**src/rtl/uart_pkg.sv**
```systemverilog
`default_nettype none
// ============================================================================
//  Module   : uart_pkg
//  Purpose  : Shared types and constants for the buffered UART transmitter.
//             Holds the serializer state encoding, the default baud divisor
//             and the MMIO addresses the memory-access stage decodes.
//  Revision : 1.0 - initial release
// ============================================================================
package uart_pkg;

    typedef enum logic [1:0] {
        IDLE  = 2'd0,
        START = 2'd1,
        DATA  = 2'd2,
        STOP  = 2'd3
    } uart_tx_state_e;

    // 100 MHz system clock / 115200 baud
    localparam int CLKS_PER_BIT_DEFAULT = 868;

    // MMIO map: byte stores to the data register enqueue a character,
    // loads from the status register return {overflow, busy, full, empty}.
    localparam logic [31:0] UART_DATA_ADDR   = 32'h1000_0000;
    localparam logic [31:0] UART_STATUS_ADDR = 32'h1000_0004;

endpackage : uart_pkg
`default_nettype wire

```
**src/rtl/sync_fifo.sv**
```systemverilog
`default_nettype none
// ============================================================================
//  Module   : sync_fifo
//  Purpose  : Single-clock FIFO with occupancy count. Writes into a full FIFO
//             and reads from an empty FIFO are ignored. Read data is the head
//             entry, visible combinationally (first-word fall-through).
//  Ports    : i_clk, i_rst_n  - clock, async active-low reset
//             i_push, i_wdata - write strobe and data
//             i_pop, o_rdata  - read strobe and head data
//             o_count         - occupancy, 0..DEPTH
//             o_full, o_empty - decoded from the registered count
//  Revision : 1.0 - initial release
// ============================================================================
module sync_fifo
    import uart_pkg::*;
#(
    parameter int WIDTH = 8,
    parameter int DEPTH = 16
) (
    input  logic                     i_clk,
    input  logic                     i_rst_n,
    input  logic                     i_push,
    input  logic [WIDTH-1:0]         i_wdata,
    input  logic                     i_pop,
    output logic [WIDTH-1:0]         o_rdata,
    output logic [$clog2(DEPTH):0]   o_count,
    output logic                     o_full,
    output logic                     o_empty
);

    localparam int AW = $clog2(DEPTH);
    localparam int CW = AW + 1;

    logic [WIDTH-1:0] r_mem [DEPTH];
    logic [AW-1:0]    r_wptr;
    logic [AW-1:0]    r_rptr;
    logic [CW-1:0]    r_count;
    logic             w_push_ok;
    logic             w_pop_ok;

    // Full is judged on the registered count only, so a pop in the same
    // cycle never makes room for a write.
    assign o_full    = (r_count == CW'(DEPTH));
    assign o_empty   = (r_count == '0);
    assign o_count   = r_count;
    assign o_rdata   = r_mem[r_rptr];
    assign w_push_ok = i_push & ~o_full;
    assign w_pop_ok  = i_pop & ~o_empty;

    always_ff @(posedge i_clk) begin
        if (w_push_ok) begin
            r_mem[r_wptr] <= i_wdata;
        end
    end

    // DEPTH is a power of two, so pointer wrap is natural overflow.
    always_ff @(posedge i_clk or negedge i_rst_n) begin
        if (!i_rst_n) begin
            r_wptr  <= '0;
            r_rptr  <= '0;
            r_count <= '0;
        end else begin
            if (w_push_ok) begin
                r_wptr <= r_wptr + AW'(1);
            end
            if (w_pop_ok) begin
                r_rptr <= r_rptr + AW'(1);
            end
            case ({w_push_ok, w_pop_ok})
                2'b10:   r_count <= r_count + CW'(1);
                2'b01:   r_count <= r_count - CW'(1);
                default: r_count <= r_count;
            endcase
        end
    end

endmodule : sync_fifo
`default_nettype wire

```
**src/rtl/uart_tx_buffered.sv**
```systemverilog
`default_nettype none
// ============================================================================
//  Module   : uart_tx_buffered
//  Purpose  : Buffered 8N1 UART transmitter. Byte stores are queued in a
//             FIFO and serialized LSB first at CLKS_PER_BIT clocks per bit.
//  Ports    : sys_clk_i, sys_rstn_i - clock, async active-low reset
//             wr_i, dat_i           - byte write strobe and data
//             full_o, empty_o       - FIFO status
//             busy_o                - frame in flight or bytes queued
//             count_o               - FIFO occupancy
//             overflow_o, ovf_clr_i - sticky dropped-write flag and its clear
//             uart_tx_o             - registered serial line, idle high
//  Revision : 1.0 - initial release
// ============================================================================
module uart_tx_buffered
    import uart_pkg::*;
#(
    parameter int CLKS_PER_BIT = CLKS_PER_BIT_DEFAULT,
    parameter int DEPTH        = 16,
    parameter int STOP_BITS    = 1
) (
    input  logic                   sys_clk_i,
    input  logic                   sys_rstn_i,
    input  logic                   wr_i,
    input  logic [7:0]             dat_i,
    output logic                   full_o,
    output logic                   empty_o,
    output logic                   busy_o,
    output logic [$clog2(DEPTH):0] count_o,
    output logic                   overflow_o,
    input  logic                   ovf_clr_i,
    output logic                   uart_tx_o
);

    localparam int BW = $clog2(CLKS_PER_BIT * STOP_BITS);
    localparam logic [BW-1:0] c_BIT_END  = BW'(CLKS_PER_BIT - 1);
    localparam logic [BW-1:0] c_STOP_END = BW'(CLKS_PER_BIT * STOP_BITS - 1);

    uart_tx_state_e r_state, w_state_nx;
    logic [BW-1:0]  r_bcnt,  w_bcnt_nx;
    logic [7:0]     r_shift, w_shift_nx;
    logic [2:0]     r_idx,   w_idx_nx;
    logic           r_tx,    w_tx_nx;
    logic           r_ovf;
    logic           w_pop;
    logic           w_full;
    logic           w_empty;
    logic [7:0]     w_rdata;

    sync_fifo #(
        .WIDTH (8),
        .DEPTH (DEPTH)
    ) u_fifo (
        .i_clk   (sys_clk_i),
        .i_rst_n (sys_rstn_i),
        .i_push  (wr_i),
        .i_wdata (dat_i),
        .i_pop   (w_pop),
        .o_rdata (w_rdata),
        .o_count (count_o),
        .o_full  (w_full),
        .o_empty (w_empty)
    );

    assign full_o     = w_full;
    assign empty_o    = w_empty;
    assign busy_o     = (r_state != IDLE) | ~w_empty;
    assign overflow_o = r_ovf;
    assign uart_tx_o  = r_tx;

    always_ff @(posedge sys_clk_i or negedge sys_rstn_i) begin
        if (!sys_rstn_i) begin
            r_state <= IDLE;
            r_bcnt  <= '0;
            r_shift <= '0;
            r_idx   <= '0;
            r_tx    <= 1'b1;
        end else begin
            r_state <= w_state_nx;
            r_bcnt  <= w_bcnt_nx;
            r_shift <= w_shift_nx;
            r_idx   <= w_idx_nx;
            r_tx    <= w_tx_nx;
        end
    end

    // A dropped write outranks a clear in the same cycle so no loss goes
    // unreported.
    always_ff @(posedge sys_clk_i or negedge sys_rstn_i) begin
        if (!sys_rstn_i) begin
            r_ovf <= 1'b0;
        end else if (wr_i && w_full) begin
            r_ovf <= 1'b1;
        end else if (ovf_clr_i) begin
            r_ovf <= 1'b0;
        end
    end

    always_comb begin
        w_state_nx = r_state;
        w_bcnt_nx  = r_bcnt + BW'(1);
        w_shift_nx = r_shift;
        w_idx_nx   = r_idx;
        w_tx_nx    = r_tx;
        w_pop      = 1'b0;
        case (r_state)
            IDLE: begin
                w_bcnt_nx = '0;
                if (!w_empty) begin
                    w_pop      = 1'b1;
                    w_shift_nx = w_rdata;
                    w_tx_nx    = 1'b0;
                    w_state_nx = START;
                end else begin
                    w_tx_nx = 1'b1;
                end
            end
            START: begin
                if (r_bcnt == c_BIT_END) begin
                    w_bcnt_nx  = '0;
                    w_tx_nx    = r_shift[0];
                    w_idx_nx   = '0;
                    w_state_nx = DATA;
                end
            end
            DATA: begin
                if (r_bcnt == c_BIT_END) begin
                    w_bcnt_nx = '0;
                    if (r_idx == 3'd7) begin
                        w_tx_nx    = 1'b1;
                        w_state_nx = STOP;
                    end else begin
                        // Next bit is the one about to land in shift[0].
                        w_shift_nx = {1'b0, r_shift[7:1]};
                        w_tx_nx    = r_shift[1];
                        w_idx_nx   = r_idx + 3'd1;
                    end
                end
            end
            STOP: begin
                if (r_bcnt == c_STOP_END) begin
                    w_bcnt_nx  = '0;
                    w_state_nx = IDLE;
                end
            end
            default: begin
                w_state_nx = IDLE;
            end
        endcase
    end

endmodule : uart_tx_buffered
`default_nettype wire

```
**config.mk**
```make
export PLATFORM = sky130hd
export DESIGN_NAME = uart_tx_buffered
export DESIGN_NICKNAME = d
export VERILOG_FILES = /design/src/rtl/uart_pkg.sv /design/src/rtl/sync_fifo.sv /design/src/rtl/uart_tx_buffered.sv
export SDC_FILE = /design/constraint.sdc
export NUM_CORES = 1
export LEC_CHECK = 0
export ABC_CLOCK_PERIOD_IN_PS = 7900
export CAP_MARGIN = 25
export CORE_ASPECT_RATIO = 2
export CORE_MARGIN = 4
export CORE_UTILIZATION = 60
export CTS_BUF_LIST = sky130_fd_sc_hd__clkbuf_8
export CTS_CLUSTER_DIAMETER = 150
export DETAILED_ROUTE_END_ITERATION = 10
export PLACE_DENSITY = 0.78
export SLEW_MARGIN = 20
export SYNTH_ARGS = -nofsm -noshare
export SYNTH_HDL_FRONTEND = slang
export SYNTH_SLANG_ARGS = --single-unit
```
**constraint.sdc**
```tcl
create_clock -name sys_clk_i -period 7.9 [get_ports sys_clk_i]
set_input_delay 1.58 -clock sys_clk_i [delete_from_list [all_inputs] [get_ports sys_clk_i]]
set_output_delay 1.58 -clock sys_clk_i [all_outputs]
set_load 0.02 [all_outputs]
```
==> impl_metrics.toml <==
[outcome]
outcome = "finished clean"

[logic_synthesis]
synth_xor_area_frac = 0.0261
synth_edf_count = 128
async_flop_share = 0.229
synth_seq_area_share = 0.681
synth_compound_area_frac = 0.0631
synth_nets = 473
ys_seq_elements = 166
yosysUniqueCellTypes = 53
synth.mux.area_fraction = 0.109
synthAdderAreaFrac = 0.0284
netlist_area_um2 = 7040
yosysWarnings = 0
avgSynthCellArea_um2 = 15.8
syn-instance-count = 445
synthFlopType = "edfxtp_1"
synth_top_family_by_area = "multiplexers"
yosys.area_share.simple = 0.0681

[setup_path]
cp.required_ns = 6.32
crit_type = "reg -> out"
slowest_delay_ns = 0.55
cp_slowest_cell = "clkdlybuf4s50_1"
cp-start-kind = "flip-flop"
cp-end-kind = "primary output"
path_max_fanout = 6
arrival_ns = 2.24
path_cells = "nor4_2 -> and2b_2 -> nand2_1 -> clkdlybuf4s50_1"

[power_and_ir_drop]
leakagePower_nw = 2.75
power_density_nw_per_um2 = 346
vdd_drop_max_mv = 0.184

[floorplanning]
rows = 55
die_h_um = 161
die_w_um = 84.6
pin_count = 22
initial_core_util = 0.616
core_um2 = 11400
die_area_um2 = 13600

[detailed_routing]
wl_per_cell_um = 21.8
firstDrtPassIters = 6
ant_nets = 0
vias_per_cell = 6.10
drc = 0
drt_iter0_drc = 260
routed_wl_um = 13600
route.vias.total = 3797

[finish]
fin_cells = 622
drive_above_1_share = 0.135
final_nets = 496
n_antenna_cell = 0
post-route-util = 0.670
fillCellCount = 817
multi_input_area_um2 = 2080
area_growth_pct = 8.82
seq_area_um2 = 4800

[sta]
period_minus_slack_ns = 3.82
finalSetupTns_ns = 0
timing.fmax_mhz = 262
setup_viol = 0
hold_viol = 0
skew_ns = 0.0129
rsz0062_at_grt = "no"
worstMarginPinSlew_ns = 0.965
slew_headroom = 0.357
maxSlewViolCount = 0
finalCritPeriodShare = 0.483

[min_path]
hold_path_class = "reg -> reg"

[job]
maxCapViolCount = 0

[global_route]
grt_antenna_before_repair = 0
grt_pass1_vias = 3894
grt_pass1_wl_um = 21300
gr-total-overflow = 0
grt_max_degree = 39
grt_use_total = 0.209

[clock_network]
cts_resized = 0
cts_buffer_depth = 2
cts_buffers = 17
clock_sinks = 166
post_cts_buffers = 0
cts-root-buf = "clkbuf_8"
htree_levels = 4
cts_tree = "done"
clkLatencyLatePin_ns = 0.44
clk_pin_slew_worst_paths_ns = 0.09
cts_hold_buf = 0

[placed_design]
place_congestion = 0.963
dp_hpwl_um = 9490
portBuffers = 21
dp_cells = 590
==> worst max-delay path: cells and delay by family, from the launching register on <==
| kind | cells | cell delay [ns] |
|---|---|---|
| buffers and inverters | 1 | 0.55 |
| and+or+nand+nor | 3 | 0.77 |
| DFF | 1 | 0.47 |
==> cell usage in the layout, fill, tap and decap left out, drive strengths merged, types with 5 or more instances in the layout <==
cell type,netlist,final
xnor2,12,12
o21ai,9,9
nor2,33,33
nor3,7,7
ha,16,16
edfxtp,128,128
mux2i,26,26
a21oi,8,8
o21a,5,5
clkbuf,8,17
clkinv,0,7
mux4,20,20
o311ai,5,5
nand2,28,28
clkdlybuf4s50,0,20
o22ai,6,6
nand3,5,5
buf,14,6
dfrtp,37,37
inv,9,15
nor2b,6,6
xor2,9,9
a22oi,13,13
==> through the flow <==
| step | total power, mW | worst slack, ns | cell area [µm²] | hold WS, ns |
|---|---|---|---|---|
| floorplan | 1.91 | 4.59 | 7040 | 0.455 |
| global placement | 2.10 | 4.01 | 7300 | 0.473 |
| detailed placement | 2.14 | 3.87 | 7310 | 0.480 |
| CTS | 2.66 | 4.07 | 7650 | 0.500 |
| global route | 2.79 | 4.01 | 7660 | 0.509 |
| finish | 2.65 | 4.08 | 7660 | 0.500 |
==> cell families (layout without fill, tap and decap cells) <==
family | after synthesis | count (layout)
flip-flops | 166 | 166
AND/OR/NAND/NOR | 99 | 99
AO/OA/AOI/OAI | 62 | 62
multiplexers | 50 | 50
buffers and inverters | 31 | 66
XOR/XNOR | 21 | 21
adder cells (fa/ha/maj) | 16 | 16
==> routing by layer <==
metal	wire length, µm	track usage
met1	4760	0.219
met2	7800	0.389
met3	481	0.0449
met4	532	0.0980
met5	0	0
==> synth_stat cells (5+ instances only) <==
library cell | instances | share of area
buf_2 | 6 | 0.0043
nor2_1 | 33 | 0.018
nor3_1 | 7 | 0.0050
edfxtp_1 | 128 | 0.55
a22oi_1 | 12 | 0.013
inv_1 | 9 | 0.0048
ha_1 | 16 | 0.028
o22ai_1 | 6 | 0.0053
nand2_1 | 28 | 0.015
nand3_1 | 5 | 0.0036
clkbuf_1 | 5 | 0.0027
buf_4 | 5 | 0.0053
nor2b_1 | 5 | 0.0044
xor2_1 | 9 | 0.011
o21ai_0 | 9 | 0.0064
o21a_1 | 5 | 0.0053
dfrtp_1 | 37 | 0.13
o311ai_1 | 5 | 0.0062
mux4_2 | 18 | 0.058
xnor2_1 | 12 | 0.015
mux2i_1 | 26 | 0.037
a21oi_1 | 8 | 0.0057
==> path summary, 6_finish.rpt <==
check                                  startpoint                end  slack [ns]  depth (start not counted)
worst max-delay path            u_fifo.o_count[3]             busy_o        4.08                          4
worst min-delay path                   r_shift[6]         r_shift[6]        0.50                          1
worst max register to register  u_fifo.o_count[3]  u_fifo.o_count[4]        5.05                         11
worst min register to register         r_shift[6]         r_shift[6]        0.50                          1
max in group asynchronous              sys_rstn_i   u_fifo.r_wptr[3]        6.07                          1
min in group asynchronous              sys_rstn_i  u_fifo.o_count[0]        1.25                          1
==> state kept, by name, summed over array words and instances, names as in the netlist <==
signal	cells
r_idx	3
r_state	2
overflow_o	1
u_fifo.r_wptr	4
u_fifo.r_rptr	4
u_fifo.r_mem	128
r_bcnt	10
r_shift	8
u_fifo.o_count	5
uart_tx_o	1
==> cell type report <==
cell class,instances,area share
clock buffers,17,0.0306
inverters,9,0.00441
repair buffers,26,0.0307
well taps,142,0.0232
multi-input cells,248,0.272
flip-flops and latches,166,0.626
clock inverters,14,0.0134
==> report_power, final <==
group          total, mW  switching (mW)  leakage, nW  internal, mW
Clock              0.524           0.306        0.174         0.218
Combinational      0.904           0.499        0.957         0.405
Sequential          1.22           0.132         1.62          1.09
Total               2.65           0.937         2.75          1.71
Note: power is estimated with default switching activity, not from simulation.
